[config.mk]
export PLATFORM = sky130hd
export DESIGN_NAME = ob_deskew_writer
export DESIGN_NICKNAME = d
export VERILOG_FILES = /design/src/rtl/ob_deskew_writer.sv
export SDC_FILE = /design/constraint.sdc
export NUM_CORES = 1
export LEC_CHECK = 0
export CAP_MARGIN = 20
export CORE_ASPECT_RATIO = 1.25
export CORE_UTILIZATION = 28
export DETAILED_ROUTE_END_ITERATION = 8
export SLEW_MARGIN = 20
export SYNTH_ARGS = -nofsm -noshare
export SYNTH_HDL_FRONTEND = slang
export SYNTH_SLANG_ARGS = --single-unit
[constraint.sdc]
create_clock -name clk_i -period 2.2 [get_ports clk_i]
set_input_delay 0.22 -clock clk_i [delete_from_list [all_inputs] [get_ports clk_i]]
set_output_delay 0.22 -clock clk_i [all_outputs]
set_load 0.05 [all_outputs]
[src/rtl/ob_deskew_writer.sv]
// Purpose: deskew systolic-array column results into row-aligned words, narrow each
//          lane ACC_WIDTH->WIDTH, and write them to ob_mem from a configured offset.
// Latency: lane-0 element at cycle T (lane c at T+c) is written in cycle T+COL; one row/cycle.
// Backpressure: none; ob_mem always accepts, rows outside RUN or past the last row are dropped.
//
// Ports:
//   clk_i, rst_i             clock, synchronous active-high reset
//   start_i                  one-cycle pulse in IDLE: latch o_offset_i / rows_m1_i, start job
//   col_valid_i, col_data_i  skewed per-column valids and signed accumulator results
//   ob_mem_*_o               registered ob_mem write port (cenb/wenb active low)
//   busy_o, done_o, err_o    job running, one-cycle completion pulse, sticky skew error
//
// Build option: define OB_SATURATE_EN for signed saturation instead of truncation.
module ob_deskew_writer #(
  parameter int WIDTH     = 8,
  parameter int ACC_WIDTH = 16,
  parameter int COL       = 4,
  parameter int O_SIZE    = 256
) (
  input  logic                       clk_i,
  input  logic                       rst_i,
  input  logic                       start_i,
  input  logic [$clog2(O_SIZE)-1:0]  o_offset_i,
  input  logic [$clog2(O_SIZE)-1:0]  rows_m1_i,
  input  logic [COL-1:0]             col_valid_i,
  input  logic [COL*ACC_WIDTH-1:0]   col_data_i,
  output logic                       ob_mem_cenb_o,
  output logic                       ob_mem_wenb_o,
  output logic [$clog2(O_SIZE)-1:0]  ob_mem_addr_o,
  output logic [COL*WIDTH-1:0]       ob_mem_data_o,
  output logic                       busy_o,
  output logic                       done_o,
  output logic                       err_o
);

  localparam int AW = $clog2(O_SIZE);

  typedef enum logic [1:0] {ST_IDLE, ST_RUN, ST_DONE} state_t;

  state_t               r_state;
  logic [AW-1:0]        r_offset;
  logic [AW-1:0]        r_rows_m1;
  logic [AW-1:0]        r_row_cnt;
  logic                 r_cenb;
  logic                 r_wenb;
  logic [AW-1:0]        r_addr;
  logic [COL*WIDTH-1:0] r_data;
  logic                 r_busy;
  logic                 r_done;
  logic                 r_err;

  logic [COL-1:0]       w_av;
  logic [COL*WIDTH-1:0] w_word;
  logic                 w_dl_clr;

  // Delay lines only carry data while a job runs, so stale valids never
  // leak into the next job.
  assign w_dl_clr = rst_i || (r_state != ST_RUN);

  function automatic logic [WIDTH-1:0] narrow(input logic signed [ACC_WIDTH-1:0] v);
`ifdef OB_SATURATE_EN
    localparam logic signed [ACC_WIDTH-1:0] SAT_MAX = ACC_WIDTH'((2 ** (WIDTH - 1)) - 1);
    localparam logic signed [ACC_WIDTH-1:0] SAT_MIN = -SAT_MAX - 1;
    if (v > SAT_MAX) begin
      return {1'b0, {(WIDTH-1){1'b1}}};
    end else if (v < SAT_MIN) begin
      return {1'b1, {(WIDTH-1){1'b0}}};
    end else begin
      return WIDTH'(v);
    end
`else
    return WIDTH'(v);
`endif
  endfunction

  // Lane c is delayed by COL-1-c cycles so every lane of a row lines up with
  // the last (undelayed) lane.
  for (genvar c = 0; c < COL; c++) begin : g_lane
    localparam int D = COL - 1 - c;
    logic signed [ACC_WIDTH-1:0] w_lane_dat;

    if (D == 0) begin : g_thru
      assign w_av[c]    = col_valid_i[c];
      assign w_lane_dat = col_data_i[c*ACC_WIDTH +: ACC_WIDTH];
    end else begin : g_dly
      logic [D-1:0]         r_vld;
      logic [ACC_WIDTH-1:0] r_dat [D];

      always_ff @(posedge clk_i) begin
        if (w_dl_clr) begin
          r_vld <= '0;
        end else begin
          r_vld[0] <= col_valid_i[c];
          for (int k = 1; k < D; k++) begin
            r_vld[k] <= r_vld[k-1];
          end
        end
        r_dat[0] <= col_data_i[c*ACC_WIDTH +: ACC_WIDTH];
        for (int k = 1; k < D; k++) begin
          r_dat[k] <= r_dat[k-1];
        end
      end

      assign w_av[c]    = r_vld[D-1];
      assign w_lane_dat = r_dat[D-1];
    end

    assign w_word[c*WIDTH +: WIDTH] = narrow(w_lane_dat);
  end

  always_ff @(posedge clk_i) begin
    if (rst_i) begin
      r_state   <= ST_IDLE;
      r_offset  <= '0;
      r_rows_m1 <= '0;
      r_row_cnt <= '0;
      r_cenb    <= 1'b1;
      r_wenb    <= 1'b1;
      r_addr    <= '0;
      r_data    <= '0;
      r_busy    <= 1'b0;
      r_done    <= 1'b0;
      r_err     <= 1'b0;
    end else begin
      r_done <= 1'b0;
      case (r_state)
        ST_IDLE: begin
          r_cenb <= 1'b1;
          r_wenb <= 1'b1;
          if (start_i) begin
            r_offset  <= o_offset_i;
            r_rows_m1 <= rows_m1_i;
            r_row_cnt <= '0;
            r_err     <= 1'b0;
            r_busy    <= 1'b1;
            r_state   <= ST_RUN;
          end
        end
        ST_RUN: begin
          if (&w_av) begin
            r_cenb    <= 1'b0;
            r_wenb    <= 1'b0;
            r_addr    <= r_offset + r_row_cnt;  // wraps naturally at O_SIZE
            r_data    <= w_word;
            r_row_cnt <= r_row_cnt + 1'b1;
            if (r_row_cnt == r_rows_m1) begin
              r_state <= ST_DONE;
            end
          end else begin
            // A partial aligned vector means the skew was broken: flag it and
            // drop the word without consuming a row slot.
            r_cenb <= 1'b1;
            r_wenb <= 1'b1;
            if (|w_av) begin
              r_err <= 1'b1;
            end
          end
        end
        ST_DONE: begin
          r_cenb  <= 1'b1;
          r_wenb  <= 1'b1;
          r_done  <= 1'b1;
          r_busy  <= 1'b0;
          r_state <= ST_IDLE;
        end
        default: begin
          r_state <= ST_IDLE;
        end
      endcase
    end
  end

  assign ob_mem_cenb_o = r_cenb;
  assign ob_mem_wenb_o = r_wenb;
  assign ob_mem_addr_o = r_addr;
  assign ob_mem_data_o = r_data;
  assign busy_o        = r_busy;
  assign done_o        = r_done;
  assign err_o         = r_err;

endmodule

Word level (Yosys, flattened, before mapping). Memory sizes are Yosys's and may differ from the RTL's. A register that Yosys moved wholly into a read port is not among the register bits. Index checks and enable logic that the tools add are counted.

Input bits: 87. Flip-flop bits (word level): 76. Logic and storage cells: 57. Memories kept: 3. Output and inout bits: 45. Bits in writable memories: 96.

Multiplexer cells: 16. $add $sub $neg: 2. Reductions and logical operators: 14. Equality and inequality tests: 9.

Memories: g_lane[0].g_dly.r_dat (words 3, bits a word 16, rd ports 3, clocked after Yosys merged registers in 1, wr ports 3, RTL line 87) `logic [ACC_WIDTH-1:0] r_dat [D];`; g_lane[1].g_dly.r_dat (words 2, bits a word 16, rd ports 2, clocked after Yosys merged registers in 1, wr ports 2, RTL line 87); g_lane[2].g_dly.r_dat (words 1, bits a word 16, rd ports 1, clocked after Yosys merged registers in 1, wr ports 1, RTL line 87).

Operator list (count): two-way mux 8 bit (2); case mux 8 bit (2 select lines) (1); != test 2 bit, second input constant (5); adder 8 x 1 -> 8 bit, second input constant (1); adder 8 bit (1); equality test 8 bit (1); AND reduction 4 bit (2); two-way mux 1 bit (6); two-way mux 2 bit (3); case mux 1 bit (2 select lines) (3); AND reduction 3 bit (2); nonzero test 2 bit (3); AND reduction 5 bit (1); case mux 2 bit (2 select lines) (1); AND reduction 2 bit (2); OR reduction 4 bit (1); equality test 2 x 1 -> 1 bit, second input constant (1); equality test 2 bit, second input constant (1); logical NOT 2 bit (1); != test 2 x 1 -> 1 bit, second input constant (1); OR reduction 2 bit (1); logical OR 1 bit (1).

Longest topological paths before layout. Gate-level depths: netlist of the first run.

Word-level depth: 4. Gate-level depth with buffers: 7. Depth with buffers taken out: 7.

Worst setup path after synthesis of the first run. Ideal clock, no wire load.

Path type: register to register. Start point: register r_row_cnt[0]. End point: register r_addr[6] (netlist: ob_mem_addr_o[6]). Library setup time: 120 ps. Data arrival time: 1685 ps. Buffers on the path: 0. Data required time: 2080 ps. Setup slack: 396 ps. Period minus slack after synthesis: 1804 ps. Stages on the path, launching flop included: 8. Cells stage by stage: dfxtp_1 ha_1 inv_1 fa_1 nor2b_1 o31a_1 o21ai_0 a211o_1.

Longest elaborated chain between the ends: 1.

Ends and longest elaborated chain: from (decl) (RTL line 43) `logic [AW-1:0] r_row_cnt;`; from (signal assigned) (RTL line 145) `r_row_cnt <= r_row_cnt + 1'b1;`; adder 8 bit (RTL line 143) `r_addr <= r_offset + r_row_cnt;`; to (signal assigned) (RTL line 143); to (decl) (RTL line 46) `logic [AW-1:0] r_addr;`.

Every way passes these cells. A chain may end at the register's enable or synchronous reset.

Worst setup path in the final report of the first run.
Start point: register r_row_cnt[1]. End point: register r_addr[6] (netlist: ob_mem_addr_o[6]).

The elaborated chain is that of the path after synthesis.

==> results.json, run 1 <==
{
  "num_rows": 49,
  "hold_ws_ps": 255,
  "final_hold_viol_count": 0,
  "worst_slack_ps": 333,
  "pre_cts_ws_ps": 227,
  "netlist_instances": 428,
  "crit_fanout": 8,
  "clock_latency_ps": 400,
  "fillers": 1409,
  "critPathKind": "flip-flop to flip-flop",
  "skew_ps": 6.32,
  "end_kind": "flip-flop",
  "multi_input_area_um2": 1520,
  "fin_nets": 633,
  "ir_drop_v": 0.000383,
  "cap_viol_max_count": 0,
  "grtUsageMet2": 0.225,
  "core_area_um2": 14400,
  "dr.pass1.iters": 4,
  "synthFlopType": "dfxtp_1",
  "busiest_layer": "met2",
  "cts_resized": 0,
  "die_area_um2": 15200,
  "status": "finished clean",
  "ys_ff_latch": 124,
  "ys_seq_area_frac": 0.602,
  "antenna_found_initial": 0,
  "pin_count": 132,
  "clk_pin_slew_worst_paths_ps": 60,
  "max_stage_delay_ps": 510,
  "crit_arrival_ps": 2160,
  "drive_above_1_share": 0.100,
  "synth_edf_count": 0,
  "wirelength_um": 9140,
  "final.min_clock_period_ps": 1870,
  "slew_headroom": 0.491,
  "die_h_um": 138,
  "syn_area_um2": 4120,
  "drc": 0,
  "grt.total_usage": 0.129,
  "crit_family": "compound AO/OA/AOI/OAI gates",
  "viasPerCell": 4.41,
  "worst-slew-pin-transition_ps": 763,
  "start_kind": "flip-flop",
  "vias": 3212,
  "seq_area_um2": 2480,
  "path_buf_inv": 1,
  "tns_ps": 0,
  "ctsHoldBuffers": 0,
  "r2r_cells": 6,
  "numCtsBuffers": 17,
  "gp_congestion": 0.779,
  "final_cell_mix": "dfxtp_1 (124), nand2_1 (110), clkdlybuf4s50_1 (98), a21oi_1 (59), clkbuf_16 (17)",
  "grt_pass1_vias": 3251,
  "max_freq_mhz": 536,
  "syn-mean-instance-area_um2": 9.63,
  "die_x_um": 111,
  "htree_levels": 4,
  "cts_tree": "yes",
  "dp_hpwl_um": 6580,
  "powerDensity_nw_per_um2": 940,
  "cts_setup_buffers": 0,
  "ys_warn_count": 0,
  "whs_path_depth": 1,
  "ys_types": 47,
  "syn_nets": 524,
  "start_util": 0.286,
  "ant_nets": 0,
  "power_uw": 5590,
  "crit_slowest_cell": "dfxtp_1",
  "clkSinkCount": 124,
  "synthArstFlopShare": 0,
  "port-buffer-count": 99,
  "final_core_util": 0.413,
  "grt_pass1_wl_um": 15400,
  "mostFrequentLayoutCell": "dfxtp_1",
  "required_ps": 2500,
  "clock_path_buffers": 2,
  "area_delta_synth_final_pct": 44.4,
  "grt.met3_usage": 0.0471,
  "drv_slew": 0,
  "overflow": 0,
  "setup_viol": 0,
  "met1_usage": 0.137,
  "cts-root-buf": "clkbuf_16",
  "antennaDiodeCount": 0,
  "period_share": 0.849,
  "cp.depth": 6,
  "p_leak_uw": 0.00225,
  "rsz0062_at_grt": "false",
  "worstPathCellList": "inv_1, fa_1, nor2b_1, o31a_1, o21ai_0, a211o_1",
  "hold_class": "input port to flip-flop",
  "grt_max_degree": 39,
  "wl_per_cell_um": 12.6,
  "detail_route.iter0.violations": 71
}
==> flip-flops by register name (all words and copies together), names as in the netlist <==
register,flops
g_lane.g_dly.r_dat,48
ob_mem_data_o,32
ob_mem_addr_o,8
r_offset,8
r_row_cnt,8
r_rows_m1,8
g_lane.g_dly.r_vld,6
r_state,2
busy_o,1
done_o,1
err_o,1
ob_mem_wenb_o,1
==> where the power goes <==
part           internal (uW)  switching (uW)  leakage (uW)
logic                    167             159      0.000931
registers               2330            44.8       0.00102
clock network           1830            1050      0.000295
total                   4340            1250       0.00225
==> cell usage after synthesis, types with 2 or more instances <==
master	number	area [um^2]
inv_1	5	18.8
or3_1	3	18.8
o211ai_1	2	15.0
nand3_1	5	25.0
and2b_1	3	22.5
a2111o_1	2	22.5
and2_1	6	37.5
nor4_1	6	37.5
a21oi_1	59	295
a211oi_1	3	22.5
nand2b_1	2	12.5
o21bai_1	2	15.0
clkbuf_1	15	56.3
xnor2_1	6	52.6
nand2_1	110	413
o21ai_0	3	15.0
ha_1	8	100
nor3_1	6	30.0
a211o_1	3	26.3
xor2_1	8	70.1
or2_2	3	18.8
nor2b_1	2	12.5
dfxtp_1	124	2480
nor3b_1	2	15.0
buf_2	3	15.0
and4_1	2	17.5
buf_6	2	22.5
nor2_1	14	52.6
==> per-layer routing <==
layer | wire (um) | up-vias | part of all wire
met3 | 486 | 19 | 0.053
met5 | 0 | - | 0
met1 | 3800 | 1469 | 0.42
met4 | 227 | 0 | 0.025
met2 | 4620 | 72 | 0.51
li1 | - | 1652 | -
==> through the flow <==
stage               cell area, um^2  cells
global placement               5330    696
floorplan                      4120    428
global route                   5950    728
finish                         5950    728
detailed placement             5330    696
CTS                            5950    728
==> kinds of logic after synthesis <==
family | synth area share
AO/OA/AOI/OAI | 0.118
XOR/XNOR | 0.0298
adder cells (fa/ha/maj) | 0.0292
buffers and inverters | 0.0301
flip-flops | 0.602
multiplexers | 0.00273
AND/OR/NAND/NOR | 0.188
==> cell type report <==
type                            instances  share of cell area
Clock buffer                           18              0.0738
Inverter                                5             0.00315
Tap cell                              178              0.0374
Timing Repair Buffer                  112               0.182
Clock inverter                         14              0.0307
Sequential cell                       124               0.417
Multi-Input combinational cell        277               0.256
==> final timing paths <==
| kind | start | to | slack, ps |
|---|---|---|---|
| setup / recovery | r_row_cnt[1]$_SDFFE_PP0P_ | ob_mem_addr_o[6]$_SDFFE_PP0P_ | 330 |
| hold / removal | col_data_i[4] | g_lane[0].g_dly.r_dat[0][4]$_DFF_P_ | 250 |
| setup reg to reg | r_row_cnt[1]$_SDFFE_PP0P_ | ob_mem_addr_o[6]$_SDFFE_PP0P_ | 330 |
| hold reg to reg | g_lane[0].g_dly.r_dat[1][0]$_DFF_P_ | g_lane[0].g_dly.r_dat[2][0]$_DFF_P_ | 320 |
(Power assumes the default switching activity.)
==> inputs of run 2 (changes only) <==
==> constraint.sdc (replaced) <==
create_clock -name clk_i -period 1.9 [get_ports clk_i]
set_input_delay 0.19 -clock clk_i [delete_from_list [all_inputs] [get_ports clk_i]]
set_output_delay 0.19 -clock clk_i [all_outputs]
set_load 0.05 [all_outputs]
==> run 2 against run 1 <==
Combinational power is 18% higher; critical path depth is 1 lower; wire length is 2.8% higher; via count is 1.7% higher; register-to-register slack worse by 200 ps; clock-buffer cell count is 1 lower; sequential share of layout area is 0.40 points lower; sequential power is 16% higher; largest cell class unchanged; largest power group unchanged.
==> results.json, run 2 (synthesis gave the netlist of run 1 again) <==
{
  "vias": 3267,
  "die_area_um2": 15200,
  "clock_latency_ps": 400,
  "start_kind": "flip-flop",
  "grt_pass1_vias": 3226,
  "core_area_um2": 14400,
  "regMostFlops": "g_lane.g_dly.r_dat",
  "required_ps": 2190,
  "final_cell_mix": "dfxtp_1 (123), nand2_1 (110), clkdlybuf4s50_1 (98), a21oi_1 (59), buf_4 (19)",
  "detail_route.iter0.violations": 96,
  "wl_met2_um": 4830,
  "viasPerCell": 4.45,
  "final_hold_viol_count": 0,
  "ant_nets": 0,
  "port-buffer-count": 99,
  "reg2reg_slack_ps": 130,
  "cap_viol_max_count": 0,
  "skew_ps": 9.55,
  "slew_headroom": 0.621,
  "ir_drop_v": 0.000652,
  "die_x_um": 111,
  "p_sw_uw": 1400,
  "period_share": 0.931,
  "p_clk_frac": 0.516,
  "grt.total_usage": 0.130,
  "overflow": 0,
  "start_util": 0.286,
  "end_kind": "flip-flop",
  "crit_fanout": 4,
  "fin_nets": 639,
  "p_int_uw": 5090,
  "combPwrFrac": 0.059,
  "largest_register_ffs": 48,
  "clock_path_buffers": 2,
  "antenna_found_initial": 0,
  "top_layer_used": "met4",
  "critPathKind": "flip-flop to flip-flop",
  "clk_pin_slew_worst_paths_ps": 60,
  "gp_congestion": 0.773,
  "wirelength_um": 9400,
  "crit_arrival_ps": 2060,
  "grt_max_degree": 30,
  "max_freq_mhz": 565,
  "antennaDiodeCount": 0,
  "wl_per_cell_um": 12.8,
  "grt_pass1_wl_um": 15300,
  "cts_tree": "yes",
  "die_h_um": 138,
  "clkSinkCount": 124,
  "place_inst": 700,
  "htree_levels": 4,
  "seq_power_share": 0.424,
  "num_rows": 49,
  "swShare": 0.216,
  "numCtsBuffers": 17,
  "fillers": 1376,
  "rsz0062_at_grt": "false",
  "powerDensity_nw_per_um2": 1080,
  "hold_class": "input port to flip-flop",
  "cts-root-buf": "clkbuf_16",
  "drive_above_1_share": 0.117,
  "setup_viol": 0,
  "drv_slew": 0,
  "dp_hpwl_um": 6660,
  "drc": 0,
  "pin_count": 132,
  "worst-slew-pin-transition_ps": 568,
  "area_delta_synth_final_pct": 45.9,
  "wl_met3_um": 531,
  "m1WireLength_um": 3810,
  "final_cells": 734,
  "ctsHoldBuffers": 0,
  "tns_ps": 0,
  "dr.pass1.iters": 5,
  "final.min_clock_period_ps": 1770,
  "mostFrequentLayoutCell": "dfxtp_1",
  "p_leak_uw": 0.00228,
  "status": "finished clean"
}
[run 2: cell count changes in the layout (fill, tap and decap cells not counted), sizes merged]
cell,change
clkinvlp,-1
buf,+6
clkinv,+6
bufinv,+1
clkbuf,-1
inv,-5
[run 2: power groups by stage]
stage	sequential, uW	combinational (uW)	clock (uW)
final	2760	385	3350
after global routing	2770	422	3560
after CTS	2760	389	3440
after detailed placement	2810	387	0
after global placement	2810	383	0
after floorplan	2820	198	0
[run 2: cell type report]
type / instances / area (um^2) / share of cell area
Timing Repair Buffer: 118 / 1130 / 0.188
Clock buffer: 17 / 425 / 0.0708
Clock inverter: 15 / 199 / 0.0331
Multi-Input combinational cell: 277 / 1530 / 0.255
Tap cell: 178 / 223 / 0.0370
Inverter: 5 / 18.8 / 0.00312
Sequential cell: 124 / 2480 / 0.413
[run 2: routing by layer]
layer / up-vias / track usage
met5: - / 0
met4: 0 / 0.0659
met3: 20 / 0.0506
met2: 84 / 0.235
met1: 1495 / 0.130
li1: 1668 / -
[run 2: critical path, cell delays in order, from the launching register on]
cell      delay, ps
dfxtp_1         370
ha_1            360
o21ai_0         120
or2_2           330
a2111o_1        380
o211a_1         110
[run 2: final timing paths]
path,depth (start not counted),start,to
worst max-delay path,5,r_row_cnt[3]$_SDFFE_PP0P_,ob_mem_addr_o[7]$_SDFFE_PP0P_
worst min-delay path,1,col_data_i[7],g_lane[0].g_dly.r_dat[0][7]$_DFF_P_
worst max register to register,5,r_row_cnt[3]$_SDFFE_PP0P_,ob_mem_addr_o[7]$_SDFFE_PP0P_
worst min register to register,0,g_lane[0].g_dly.r_dat[0][6]$_DFF_P_,g_lane[0].g_dly.r_dat[1][6]$_DFF_P_
[run 2: what timing repair did]
action	4_1_cts	5_1_grt
setup endpoints to repair	0	2
hold endpoints to repair	0	0
resized for setup	0	5
buffers inserted	0	2
[run 2: metrics by stage]
stage          power [uW]  hold slack (ps)  cell area, um^2  setup slack, ps   util
2_1_floorplan        3010              218             4120             95.7      -
5_1_grt              6740              205             6010             9.65  0.417
4_1_cts              6580              207             5980             3.80  0.415
3_5_place_dp         3200              312             5360             18.0  0.372
6_report             6500              231             6010              131  0.417
3_3_place_gp         3190              311             5360            -2.40  0.372
